[config.mk]
export PLATFORM = sky130hd
export DESIGN_NAME = fifo_wr_port_arbiter
export DESIGN_NICKNAME = d
export VERILOG_FILES = /design/src/rtl/fifo_pkg.sv /design/src/rtl/fifo_rr_arbiter.sv /design/src/rtl/fifo_wr_port_arbiter.sv
export SDC_FILE = /design/constraint.sdc
export NUM_CORES = 1
export LEC_CHECK = 0
export ABC_AREA = 1
export CAP_MARGIN = 20
export CORE_UTILIZATION = 25
export CTS_CLUSTER_DIAMETER = 50
export DETAILED_ROUTE_END_ITERATION = 8
export MAX_ROUTING_LAYER = met4
export RECOVER_POWER = 100
export SYNTH_ARGS = -nofsm -noshare
export SYNTH_HDL_FRONTEND = slang
export SYNTH_HIERARCHICAL = 1
export SYNTH_SLANG_ARGS = --single-unit
[constraint.sdc]
create_clock -name wr_clk -period 4 [get_ports wr_clk]
set_clock_uncertainty 0.2 [all_clocks]
set_input_delay 0.8 -clock wr_clk [delete_from_list [all_inputs] [get_ports wr_clk]]
set_output_delay 0.8 -clock wr_clk [all_outputs]
set_load 0.05 [all_outputs]
[src/rtl/fifo_pkg.sv]
// Shared types and pointer-code helpers for the async FIFO write side.
package fifo_pkg;

    localparam int unsigned DEF_ADDR_WIDTH = 4;
    localparam int unsigned DEF_DATA_WIDTH = 8;
    localparam int unsigned CODE_W         = 32;

    typedef enum logic {
        ST_ARB  = 1'b0,
        ST_LOCK = 1'b1
    } arb_state_t;

    function automatic logic [CODE_W-1:0] bin2gray(input logic [CODE_W-1:0] b);
        return b ^ (b >> 1);
    endfunction

    // Zero-extended Gray codes decode correctly because the leading zeros contribute nothing.
    function automatic logic [CODE_W-1:0] gray2bin(input logic [CODE_W-1:0] g);
        logic [CODE_W-1:0] b;
        b[CODE_W-1] = g[CODE_W-1];
        for (int i = CODE_W - 2; i >= 0; i--) begin
            b[i] = b[i+1] ^ g[i];
        end
        return b;
    endfunction

endpackage

[src/rtl/fifo_rr_arbiter.sv]
// Combinational round-robin pick: first asserted request after rr_last, wrapping modulo NUM_REQ.
module fifo_rr_arbiter
#(
    parameter int unsigned NUM_REQ = 4,
    parameter int unsigned IDX_W   = $clog2(NUM_REQ)
)
(
    input  logic [NUM_REQ-1:0] req,
    input  logic [IDX_W-1:0]   rr_last,
    output logic [NUM_REQ-1:0] gnt,
    output logic [IDX_W-1:0]   gnt_idx,
    output logic               valid
);

    int unsigned      idx;
    logic [IDX_W-1:0] idx_w;

    always_comb begin
        gnt     = '0;
        gnt_idx = '0;
        valid   = 1'b0;
        idx     = 0;
        idx_w   = '0;
        for (int k = 1; k <= int'(NUM_REQ); k++) begin
            idx   = (32'(rr_last) + 32'(k)) % NUM_REQ;
            idx_w = IDX_W'(idx);
            if (!valid && req[idx_w]) begin
                valid      = 1'b1;
                gnt[idx_w] = 1'b1;
                gnt_idx    = idx_w;
            end
        end
    end

endmodule

[src/rtl/fifo_wr_port_arbiter.sv]
// Async FIFO write side: packet-aware round-robin write-port sharing plus pointer/flag logic.
// Optional stall statistics are built when FIFO_WR_ARB_STALL_STATS_EN is defined.
module fifo_wr_port_arbiter
    import fifo_pkg::*;
#(
    parameter int unsigned ADDR_WIDTH   = DEF_ADDR_WIDTH,
    parameter int unsigned DATA_WIDTH   = DEF_DATA_WIDTH,
    parameter int unsigned NUM_REQ      = 4,
    parameter int unsigned AFULL_THRESH = 2
)
(
    input  logic                          wr_clk,
    input  logic                          wr_rst,
    input  logic [NUM_REQ-1:0]            req,
    input  logic [NUM_REQ-1:0]            req_last,
    input  logic [NUM_REQ*DATA_WIDTH-1:0] req_data,
    output logic [NUM_REQ-1:0]            gnt,
    input  logic [ADDR_WIDTH:0]           rdptr_sync,
    output logic                          wr_en,
    output logic [ADDR_WIDTH-1:0]         wr_addr,
    output logic [DATA_WIDTH-1:0]         wr_data,
    output logic [ADDR_WIDTH:0]           wr_ptr_gray,
    output logic                          full,
    output logic                          almost_full,
    output logic [ADDR_WIDTH:0]           fill_level,
    output logic [15:0]                   stall_cnt
);

    localparam int unsigned PTR_W       = ADDR_WIDTH + 1;
    localparam int unsigned DEPTH       = 2 ** ADDR_WIDTH;
    localparam int unsigned IDX_W       = $clog2(NUM_REQ);
    localparam int unsigned AFULL_LEVEL = DEPTH - AFULL_THRESH;

    arb_state_t       state, state_n;
    logic [IDX_W-1:0] rr_last, rr_last_n;
    logic [IDX_W-1:0] owner, owner_n;
    logic [IDX_W-1:0] sel;

    logic [NUM_REQ-1:0] arb_req, arb_gnt;
    logic [IDX_W-1:0]   arb_idx;
    logic               arb_valid;

    logic [PTR_W-1:0] wbin, wbin_n, wgray_n, rbin, fill_n;
    logic             full_n, afull_n;

    // New packets compete only in ARB and never while full.
    assign arb_req = (state == ST_ARB && !full) ? req : '0;

    fifo_rr_arbiter #(
        .NUM_REQ (NUM_REQ),
        .IDX_W   (IDX_W)
    ) u_rr (
        .req     (arb_req),
        .rr_last (rr_last),
        .gnt     (arb_gnt),
        .gnt_idx (arb_idx),
        .valid   (arb_valid)
    );

    always_ff @(posedge wr_clk) begin
        if (wr_rst) begin
            state   <= ST_ARB;
            rr_last <= IDX_W'(NUM_REQ - 1);
            owner   <= '0;
        end else begin
            state   <= state_n;
            rr_last <= rr_last_n;
            owner   <= owner_n;
        end
    end

    always_comb begin
        state_n   = state;
        rr_last_n = rr_last;
        owner_n   = owner;
        gnt       = '0;
        sel       = owner;
        case (state)
            ST_ARB: begin
                if (arb_valid) begin
                    gnt       = arb_gnt;
                    sel       = arb_idx;
                    rr_last_n = arb_idx;
                    if (!req_last[arb_idx]) begin
                        owner_n = arb_idx;
                        state_n = ST_LOCK;
                    end
                end
            end
            ST_LOCK: begin
                // Owner keeps the port until its last word, even if it idles.
                if (req[owner] && !full) begin
                    gnt[owner] = 1'b1;
                    if (req_last[owner]) begin
                        state_n = ST_ARB;
                    end
                end
            end
            default: state_n = ST_ARB;
        endcase
    end

    assign wr_en   = |gnt;
    assign wr_addr = wbin[ADDR_WIDTH-1:0];
    assign wr_data = wr_en ? req_data[32'(sel)*DATA_WIDTH +: DATA_WIDTH] : '0;

    // Flags look at the post-write pointer so a write is reflected on the same edge.
    always_comb begin
        wbin_n  = wbin + PTR_W'(wr_en);
        wgray_n = PTR_W'(bin2gray(CODE_W'(wbin_n)));
        rbin    = PTR_W'(gray2bin(CODE_W'(rdptr_sync)));
        fill_n  = wbin_n - rbin;
        full_n  = (wgray_n == {~rdptr_sync[ADDR_WIDTH:ADDR_WIDTH-1],
                               rdptr_sync[ADDR_WIDTH-2:0]});
        afull_n = (fill_n >= PTR_W'(AFULL_LEVEL));
    end

    always_ff @(posedge wr_clk) begin
        if (wr_rst) begin
            wbin        <= '0;
            wr_ptr_gray <= '0;
            full        <= 1'b0;
            almost_full <= 1'b0;
            fill_level  <= '0;
        end else begin
            wbin        <= wbin_n;
            wr_ptr_gray <= wgray_n;
            full        <= full_n;
            almost_full <= afull_n;
            fill_level  <= fill_n;
        end
    end

`ifdef FIFO_WR_ARB_STALL_STATS_EN
    // Saturating count of cycles where someone wants to write into a full FIFO.
    always_ff @(posedge wr_clk) begin
        if (wr_rst) begin
            stall_cnt <= '0;
        end else if ((|req) && full && (stall_cnt != 16'hFFFF)) begin
            stall_cnt <= stall_cnt + 16'd1;
        end
    end
`else
    assign stall_cnt = '0;
`endif

endmodule

==> results_dict.tcl <==
set metrics [dict create \
    outcome "complete, no violations" \
    post_route_cells_drive_above_1_share_pct 32.6 \
    required_ps 3000 \
    met2_length_um 3680 \
    synth.distinct_cells 38 \
    critPathArrivalTime_ps 2820 \
    dr.pass1.iters 6 \
    cts_buffer_depth 2 \
    max_stage_delay_ps 380 \
    final_antenna_net_count 0 \
    dieArea_um2 9650 \
    grt_max_degree 21 \
    synth_top_family_by_area "simple AND/OR/NAND/NOR gates" \
    relSlewSlack_pct 51.5 \
    cts_tree "done" \
    numCtsBuffers 3 \
    wl_per_cell_um 12.2 \
    cts_root_buf "clkbuf_8" \
    dp_slack_ps -386 \
    io-pin-count 92 \
    drt-met1-wl_um 3230 \
    clkLatencyLatePin_ps 250 \
    drc 0 \
    track_usage_pct 15.0 \
    stdcell_count 593 \
    routed.top_layer "met4" \
    hold_viol 0 \
    cts.clk_slew.worst_paths_ps 70 \
    postCtsHoldBufs 0 \
    vias 2665 \
    endpoint_kind "output port" \
    start_util_pct 26.2 \
    hold_path.class "reg -> reg" \
    syn-cell-area_um2 2310 \
    ys_ff_latch 21 \
    first_global_vias 2641 \
    cts.sinks 21 \
    grt_pass1_wl_um 11800 \
    yosys.area_share.simple_pct 37.0 \
    yosysSeqAreaShare_pct 18.2 \
    synth_compound_area_share_pct 15.2 \
    final_common_cell "nand2_1" \
    drv_slew 0 \
    gp_congestion 0.893 \
    yosys.area_share.adder_pct 8.43 \
    avgSynthCellArea_um2 6.50 \
    fillers 889 \
    dieWidth_um 98.2 \
    critPathLaunchType "flip-flop" \
    final_cell_mix "56 x nand2_1, 54 x buf_4, 42 x clkdlybuf4s50_1, 34 x nand3_1, 31 x nor2_1" \
    wl_met3_um 195 \
    drt_iter0_drc 88 \
    finalSetupViolCount 0 \
    core_area_um2 8850 \
    fin_ws_ps 178 \
    worst-setup-path-type "reg -> out" \
    max_clock_freq_mhz 262 \
    synthXorXnorAreaFrac_pct 4.92 \
    worst_pin_slew_ps 725 \
    slowest_stage "dfxtp_4" \
    dpl.hpwl_um 5560 \
    drt-total-wl_um 7260 \
    antenna_found_initial 0 \
    synthMuxAreaShare_pct 0 \
    syn-instance-count 356 \
    period_share_pct 95.6 \
    path_cells "inv_8 -> ha_2 -> inv_2 -> nand3_4 -> nand2_4 -> nor2_4 -> nand4_1 -> inv_2 -> nor2_4 -> buf_6 -> o21ai_4 -> o211ai_1 -> nand2_1 -> a21boi_4 -> buf_12" \
    portBuffers 75 \
    fin_util_pct 44.9 \
    min_period_ps 3820 \
    die_h_um 98.2 \
    worstPathMaxFanout 13 \
    diodes 0 \
    overflow 0 \
    cap_violations 0 \
    htree_levels 1 \
    row_count 34 \
    routed_via_density 4.49 \
    final_nets 548 \
    area_growth_pct 71.8 \
    place_inst 577 \
    yosys_warnings 6 \
]
[stage by stage]
step                instance area [um2]  hold WS [ps]  setup TNS (ps)
global placement                   3660           308           -4210
global route                       3980           346           -1.82
CTS                                3920           326               0
floorplan                          2490           298            -738
finish                             3980           321               0
detailed placement                 3660           313           -4770
[logic make-up (layout without fill, tap and decap cells)]
kind of cell,after synthesis,in the layout
simple gates,178,179
buf+inv,70,182
compound gates,58,59
flops,21,21
fa+ha+maj,15,15
xor+xnor,13,13
other cells,1,16
[final timing paths]
path                                     start             end  slack, ps  cells after the start
worst min-delay path            wr_ptr_gray[4]  wr_ptr_gray[4]        320                      2
worst min register to register  wr_ptr_gray[4]  wr_ptr_gray[4]        320                      2
worst max register to register      rr_last[0]     almost_full        200                     22
worst max-delay path                rr_last[0]      wr_data[3]        180                     15
[critical path: cells and delay by family, from the launching register on]
family | cells | cell delay, ps
simple gates | 6 | 660
flops | 1 | 380
compound gates | 3 | 620
fa+ha+maj | 1 | 380
buf+inv | 5 | 520
[synth_stat cells, drive strengths merged]
library cell,n,area share (%)
a21boi,8,2.6
a21oi,23,5.1
a22oi,1,0.32
buf,24,8.4
clkbuf,2,0.32
conb,1,0.16
dfxtp,21,18
fa,1,0.86
ha,14,7.6
inv,44,7.5
nand2,80,15
nand3,39,9.5
nand3b,1,0.32
nand4,8,2.2
nor2,41,7.8
nor3,2,0.43
o211ai,7,2.3
o21a,1,0.32
o21ai,16,3.9
o21bai,1,0.32
o22ai,1,0.27
or2,7,1.9
xnor2,4,1.5
xor2,9,3.4
[metal layers]
layer	vias to the layer above	global-route usage, %
li1	1382	-
met1	1197	18.3
met2	72	26.8
met3	14	1.07
met4	0	3.90
met5	-	-
[area by class of cell]
| class | count | area, um2 | area share (%) |
|---|---|---|---|
| flip-flops and latches | 21 | 427 | 10.7 |
| clock buffers | 4 | 45.0 | 1.13 |
| multi-input cells | 282 | 1880 | 47.3 |
| repair buffers | 134 | 1310 | 33.0 |
| inverters | 44 | 175 | 4.41 |
| well taps | 108 | 135 | 3.40 |
[state kept, by name, indices dropped and copies added (netlist names)]
register and flops:
state 1, fill_level 5, full 1, almost_full 1
wr_ptr_gray 5, owner 2, wbin 4, rr_last 2
[repair_timing]
action                                  CTS  global route
resized for setup                        49            24
hold endpoints to repair                  0             0
gates cloned                              2             0
pin swaps                                27            12
setup buffers                             7             3
endpoints found under the setup margin   13            14
Power is left out: the tool's default activity adds up to more than one toggle a clock period on the data nets, which glitch-free logic cannot reach.
